<file path="config.mk">
export PLATFORM = sky130hd
export DESIGN_NAME = mem_access
export DESIGN_NICKNAME = d
export VERILOG_FILES = /design/src/rtl/epu_defs.sv /design/src/rtl/mem_load_ext.sv /design/src/rtl/mem_access.sv
export SDC_FILE = /design/constraint.sdc
export NUM_CORES = 1
export LEC_CHECK = 0
export ABC_AREA = 1
export BUFFER_PORTS_ARGS = -buffer_cell sky130_fd_sc_hd__buf_2
export CAP_MARGIN = 20
export CORE_ASPECT_RATIO = 0.8
export CORE_MARGIN = 10
export CORE_UTILIZATION = 50
export CTS_CLUSTER_DIAMETER = 150
export DETAILED_ROUTE_END_ITERATION = 8
export PLACE_DENSITY = 0.78
export SYNTH_ARGS = -nofsm -noshare
export SYNTH_HDL_FRONTEND = slang
export SYNTH_SLANG_ARGS = --single-unit
</file>
<file path="constraint.sdc">
create_clock -name clk_in -period 3.7 [get_ports clk_in]
set_input_delay 0.74 -clock clk_in [delete_from_list [all_inputs] [get_ports clk_in]]
set_output_delay 0.74 -clock clk_in [all_outputs]
set_load 0.005 [all_outputs]
</file>
<file path="src/rtl/epu_defs.sv">
// ============================================================================
// Module : epu_defs
// Brief  : Shared EPU RV32I constants: opcodes, funct3 codes, MEM FSM states.
// Rev    : 1.0
// ============================================================================
`default_nettype none

package epu_defs;

  localparam logic [6:0] OP_LOAD  = 7'b0000011;
  localparam logic [6:0] OP_STORE = 7'b0100011;
  localparam logic [6:0] OP_ADDI  = 7'b0010011;

  localparam logic [2:0] F3_LB  = 3'b000;
  localparam logic [2:0] F3_LH  = 3'b001;
  localparam logic [2:0] F3_LW  = 3'b010;
  localparam logic [2:0] F3_LBU = 3'b100;
  localparam logic [2:0] F3_LHU = 3'b101;
  localparam logic [2:0] F3_SB  = 3'b000;
  localparam logic [2:0] F3_SH  = 3'b001;
  localparam logic [2:0] F3_SW  = 3'b010;

  localparam logic [31:0] ZeroWord = 32'h0000_0000;

  localparam logic [1:0] ST_IDLE = 2'd0;
  localparam logic [1:0] ST_RD   = 2'd1;
  localparam logic [1:0] ST_WR   = 2'd2;
  localparam logic [1:0] ST_DONE = 2'd3;

  // Index of the final byte of an access: 0, 1 or 3 (unused codes act as words).
  function automatic logic [1:0] last_byte_idx(input logic [2:0] funct3);
    case (funct3[1:0])
      2'b00:   return 2'd0;
      2'b01:   return 2'd1;
      default: return 2'd3;
    endcase
  endfunction

  function automatic logic is_misaligned(input logic [2:0] funct3, input logic [31:0] addr);
    case (funct3[1:0])
      2'b00:   return 1'b0;
      2'b01:   return addr[0];
      default: return addr[1:0] != 2'b00;
    endcase
  endfunction

endpackage

`default_nettype wire

</file>
<file path="src/rtl/mem_load_ext.sv">
// ============================================================================
// Module : mem_load_ext
// Brief  : Sign/zero extension of an assembled load word according to funct3.
// Rev    : 1.0
// ============================================================================
`default_nettype none

module mem_load_ext
  import epu_defs::*;
(
  input  logic [2:0]  funct3_i,
  input  logic [31:0] word_i,
  output logic [31:0] result_o
);

  always_comb begin
    result_o = word_i;
    case (funct3_i)
      F3_LB:   result_o = {{24{word_i[7]}}, word_i[7:0]};
      F3_LH:   result_o = {{16{word_i[15]}}, word_i[15:0]};
      F3_LBU:  result_o = {24'h000000, word_i[7:0]};
      F3_LHU:  result_o = {16'h0000, word_i[15:0]};
      default: result_o = word_i;
    endcase
  end

endmodule

`default_nettype wire

</file>
<file path="src/rtl/mem_access.sv">
// ============================================================================
// Module : mem_access
// Brief  : RV32I MEM stage; byte-serial loads/stores with upstream stall.
//          Optional MEM_ACCESS_MISALIGN_CHECK_EN adds the misalign output.
// Rev    : 1.0
// ============================================================================
`default_nettype none

module mem_access
  import epu_defs::*;
(
  input  logic        clk_in,
  input  logic        rst_in,
  input  logic        rdy_in,
  input  logic        forward,
  input  logic [4:0]  rd_addr,
  input  logic [31:0] rd_val,
  input  logic [6:0]  ins_type,
  input  logic [2:0]  ins_details,
  input  logic [31:0] mem_addr,
  input  logic [31:0] mem_val,
  output logic        stall_req,
  output logic        wb_forward,
  output logic [4:0]  wb_rd_addr,
  output logic [31:0] wb_rd_val,
  input  logic [7:0]  mem_din,
  output logic [7:0]  mem_dout,
  output logic [31:0] mem_a,
  output logic        mem_wr
`ifdef MEM_ACCESS_MISALIGN_CHECK_EN
  ,
  output logic        misalign
`endif
);

  logic [1:0]  state_q, state_d;
  logic [1:0]  cnt_q, cnt_d;
  logic [31:0] asm_q, asm_d;
  logic        wbf_q, wbf_d;
  logic [4:0]  wba_q, wba_d;
  logic [31:0] wbv_q, wbv_d;

  logic        is_load, is_store, mis_w;
  logic [1:0]  last_idx, load_end, byte_sel;
  logic [31:0] asm_merged, ext_result;

  assign is_load  = (ins_type == OP_LOAD);
  assign is_store = (ins_type == OP_STORE);
  assign last_idx = last_byte_idx(ins_details);
  assign load_end = last_idx + 2'd1;
  assign byte_sel = cnt_q - 2'd1;

`ifdef MEM_ACCESS_MISALIGN_CHECK_EN
  assign mis_w = is_misaligned(ins_details, mem_addr);
`else
  assign mis_w = 1'b0;
`endif

  // The byte arriving this cycle is merged in so the final extension sees it.
  always_comb begin
    asm_merged = asm_q;
    asm_merged[{byte_sel, 3'b000} +: 8] = mem_din;
  end

  mem_load_ext u_ext (
    .funct3_i (ins_details),
    .word_i   (asm_merged),
    .result_o (ext_result)
  );

  always_comb begin
    state_d   = state_q;
    cnt_d     = cnt_q;
    asm_d     = asm_q;
    wbf_d     = wbf_q;
    wba_d     = wba_q;
    wbv_d     = wbv_q;
    stall_req = 1'b0;
    mem_a     = ZeroWord;
    mem_dout  = 8'h00;
    mem_wr    = 1'b0;

    case (state_q)
      ST_IDLE: begin
        if (is_load || is_store) begin
          stall_req = 1'b1;
          if (mis_w) begin
            wbf_d   = 1'b0;
            wba_d   = rd_addr;
            wbv_d   = rd_val;
            state_d = ST_DONE;
          end else if (is_load) begin
            mem_a   = mem_addr;
            cnt_d   = 2'd1;
            state_d = ST_RD;
          end else begin
            mem_a    = mem_addr;
            mem_dout = mem_val[7:0];
            mem_wr   = 1'b1;
            if (last_idx == 2'd0) begin
              wbf_d   = 1'b0;
              wba_d   = rd_addr;
              wbv_d   = rd_val;
              state_d = ST_DONE;
            end else begin
              cnt_d   = 2'd1;
              state_d = ST_WR;
            end
          end
        end else begin
          wbf_d = forward;
          wba_d = rd_addr;
          wbv_d = rd_val;
        end
      end
      ST_RD: begin
        stall_req = 1'b1;
        asm_d     = asm_merged;
        // A 4-byte load wraps cnt to 0 on its final byte.
        if (cnt_q != load_end) begin
          mem_a = mem_addr + {30'd0, cnt_q};
          cnt_d = cnt_q + 2'd1;
        end else begin
          wbf_d   = forward;
          wba_d   = rd_addr;
          wbv_d   = ext_result;
          state_d = ST_DONE;
        end
      end
      ST_WR: begin
        stall_req = 1'b1;
        mem_a     = mem_addr + {30'd0, cnt_q};
        mem_dout  = mem_val[{cnt_q, 3'b000} +: 8];
        mem_wr    = 1'b1;
        if (cnt_q == last_idx) begin
          wbf_d   = 1'b0;
          wba_d   = rd_addr;
          wbv_d   = rd_val;
          state_d = ST_DONE;
        end else begin
          cnt_d = cnt_q + 2'd1;
        end
      end
      ST_DONE: state_d = ST_IDLE;
      default: state_d = ST_IDLE;
    endcase

    // While frozen, keep requesting the byte that the resume cycle will capture.
    if (!rdy_in) begin
      mem_wr = 1'b0;
      if (state_q == ST_RD) begin
        mem_a = mem_addr + {30'd0, byte_sel};
      end
    end

    if (rst_in) begin
      stall_req = 1'b0;
      mem_a     = ZeroWord;
      mem_dout  = 8'h00;
      mem_wr    = 1'b0;
    end
  end

  always_ff @(posedge clk_in) begin
    if (rst_in) begin
      state_q <= ST_IDLE;
      cnt_q   <= 2'd0;
      asm_q   <= ZeroWord;
      wbf_q   <= 1'b0;
      wba_q   <= 5'd0;
      wbv_q   <= ZeroWord;
    end else if (rdy_in) begin
      state_q <= state_d;
      cnt_q   <= cnt_d;
      asm_q   <= asm_d;
      wbf_q   <= wbf_d;
      wba_q   <= wba_d;
      wbv_q   <= wbv_d;
    end
  end

  assign wb_forward = wbf_q;
  assign wb_rd_addr = wba_q;
  assign wb_rd_val  = wbv_q;

`ifdef MEM_ACCESS_MISALIGN_CHECK_EN
  logic mis_q;

  always_ff @(posedge clk_in) begin
    if (rst_in) begin
      mis_q <= 1'b0;
    end else if (rdy_in) begin
      mis_q <= (state_q == ST_IDLE) && (is_load || is_store) && mis_w;
    end
  end

  assign misalign = mis_q;
`endif

endmodule

`default_nettype wire

</file>
==> metrics.csv <==
metric;value;unit
status;finished clean;
dr.pass1.iters;6;
nNetsFinal;1465;
post_synth_instance_area;6740;sq um
grt_overflow_total;0;
reg2reg_slack;1.24;ns
gp_routability_congestion;0.994;
yosysWarnings;0;
fin_skew;0.00415;ns
hp-start;asm_q[3]$_SDFFE_PP0P_;
timing.rr.end;wb_rd_val[23]$_SDFFE_PP0P_;
syn_inst;1157;
use_met3;0.0819;
numCtsBuffers;9;
seq_area_frac_synth;0.220;
grt_busiest_layer;met2;
required;2.96;ns
crit_cells;13;
route.vias.total;8458;
finalCritPeriodShare;0.957;
grt_usage;0.260;
drive_gt1_frac;0.214;
holdPathStages;2;
drt_iter0_drc;990;
fmax;0.283;GHz
ys_ff_latch;74;
routed_wl;25600;microns
place_area;7820;sq um
reg2reg_depth;8;
cts_tree;built;
drc;0;
io_buffers;202;
async_reset_ff_frac;0;
yosysMostFrequentCell;nand2_1;
syn_area_per_cell;5.82;sq um
dpl.hpwl;19300;microns
yosys-top-cells-area;dfxtp_1 (22%), nand2_1 (17%), a21oi_1 (8.8%);
place_inst;1491;
max_cap_violations;0;
io-pin-count;203;
hold_class;flip-flop to flip-flop;
grt_use_met1;0.371;
dieArea;18600;sq um
grt_max_degree;60;
wire_per_inst;17.0;microns
worstPathMaxFanout;5;
postCtsHoldBufs;0;
path_class;flip-flop to primary output;
std_cell_rows;37;
hold_viol;0;
max_stage_delay;0.40;ns
antenna_found_initial;1;
dieHeight;124;microns
cts_buffer_depth;2;
clk_latency;0.34;ns
grt_pass1_wl;39400;microns
cp-start-kind;flip-flop;
worst_setup_path_end_kind;primary output;
drtAntennaViolNets;0;
cp.arrival;2.80;ns
path_cells;inv_1, ha_2, inv_1, ha_1, nand2_1, a21oi_2, nand2_1, nor2_2, nand2_1, a21oi_1, o21ai_1, a21oi_1, buf_2;
p_total;0.00278;W
stdcell_count;1508;
cts.sinks;74;
tightestPinTransition;0.863;ns
critPathMostFrequentCell;nand2_1;
drv_slew;0;
initial_core_util;0.518;
clk_pin_slew;0.06;ns
path_buf_inv;3;
p_leak;4.11;nW
synth_top_area_frac;0.220;
max-vdd-ir-drop;0.241;mV
coreArea;13000;sq um
critical-path-slowest-cell;ha_2;
finalSetupViolations;0;
die_x;150;microns
grt_pass1_vias;7391;
root_buffer;clkbuf_16;
yosys-top-cells-count;nand2_1 (304), inv_1 (140), a21oi_1 (118);
rsz0062_at_grt;yes;
htreeDepth;3;
timing.final.crit_period;3.54;ns
cp_top_family;adder cells;
regToRegStartpoint;cnt_q[0]$_SDFFE_PP0P_;
slew_headroom;0.424;
synth_fp_nets;1295;
syn2layout_area_growth;20.6;%
viasPerCell;5.61;
synth.largest_area_cell;dfxtp_1;
synth_cell_types;43;
cellPowerDensity;342;nW/um^2
use_met2;0.377;
hold_path_end;asm_q[3]$_SDFFE_PP0P_;
synth_ff_type;dfxtp_1;
stdcell_area;8130;sq um
synth_edf_count;0;
## logic make-up after synthesis
family / Yosys count / share of synthesized area
and+or+nand+nor: 540 / 0.355
AOI/OAI and AO/OA: 305 / 0.243
buffers and inverters: 206 / 0.128
DFF: 74 / 0.220
muxes: 15 / 0.0223
adders and majority gates: 15 / 0.0301
xor gates and xnor gates: 2 / 0.00260
## registers in the layout (all words and copies together) (netlist names)
register	count
asm_q	32
cnt_q	2
state_q	2
wb_forward	1
wb_rd_addr	5
wb_rd_val	32
## what timing repair did
action	CTS	global route
endpoints found under the hold margin	0	0
resized for setup	0	5
setup buffers	0	0
endpoints found under the setup margin	0	11
## area by class of cell
cell class | count | area, sq um
Sequential cell | 74 | 1480
Fill cell | 1323 | 4880
Clock buffer | 10 | 229
Multi-Input combinational cell | 877 | 4410
Timing Repair Buffer | 221 | 1180
Antenna cell | 1 | 2.50
Tap cell | 175 | 219
Inverter | 144 | 541
Clock inverter | 6 | 66.3
## per-layer routing
metal | share of wire | vias up
met5 | 0 | -
li1 | - | 4169
met3 | 0.12 | 42
met1 | 0.45 | 3778
met2 | 0.41 | 469
met4 | 0.015 | 0
## through the flow
step | worst slack, ns | hold WS [ns] | util | setup TNS (ns)
after global routing | -0.00291 | 0.483 | 0.625 | -0.00291
after CTS | 0.121 | 0.464 | 0.624 | 0
after floorplan | 0.310 | 0.445 | - | 0
after global placement | 0.267 | 0.455 | 0.601 | 0
after detailed placement | 0.208 | 0.456 | 0.601 | 0
final | 0.160 | 0.465 | 0.625 | 0
## worst max path at each step
stage / end / slack [ns] / start
finish: mem_a[17] / 0.16 / cnt_q[0]$_SDFFE_PP0P_
detailed placement: mem_a[28] / 0.21 / mem_addr[0]
floorplan: mem_a[20] / 0.31 / cnt_q[0]$_SDFFE_PP0P_
CTS: mem_a[28] / 0.12 / cnt_q[0]$_SDFFE_PP0P_
global placement: mem_a[28] / 0.27 / mem_addr[0]
global route: mem_a[27] / -0.003 / cnt_q[0]$_SDFFE_PP0P_
## tightest hold or removal path, stage by stage, from the launching register on
cell     delay (ns)
dfxtp_1        0.31
nand2_1        0.06
a21oi_1        0.05
## power breakdown
group,internal [W],switching (W),total (W)
Sequential,0.000877,0.0000363,0.000913
Clock,0.000524,0.000343,0.000867
Combinational,0.000364,0.000640,0.00100
## placed cells by master (no fill, tap or decap), types with 17 or more instances in the layout
master   Yosys  final
a21oi_1    118    118
buf_2       11    202
buf_4        5     17
dfxtp_1     74     74
inv_1      140    140
nand2_1    304    304
nand3_1     89     89
nor2_1      91     88
o21ai_0     79     79
o21ai_1     39     39
o22ai_1     55     55
Note: power is estimated with default switching activity, not from simulation.
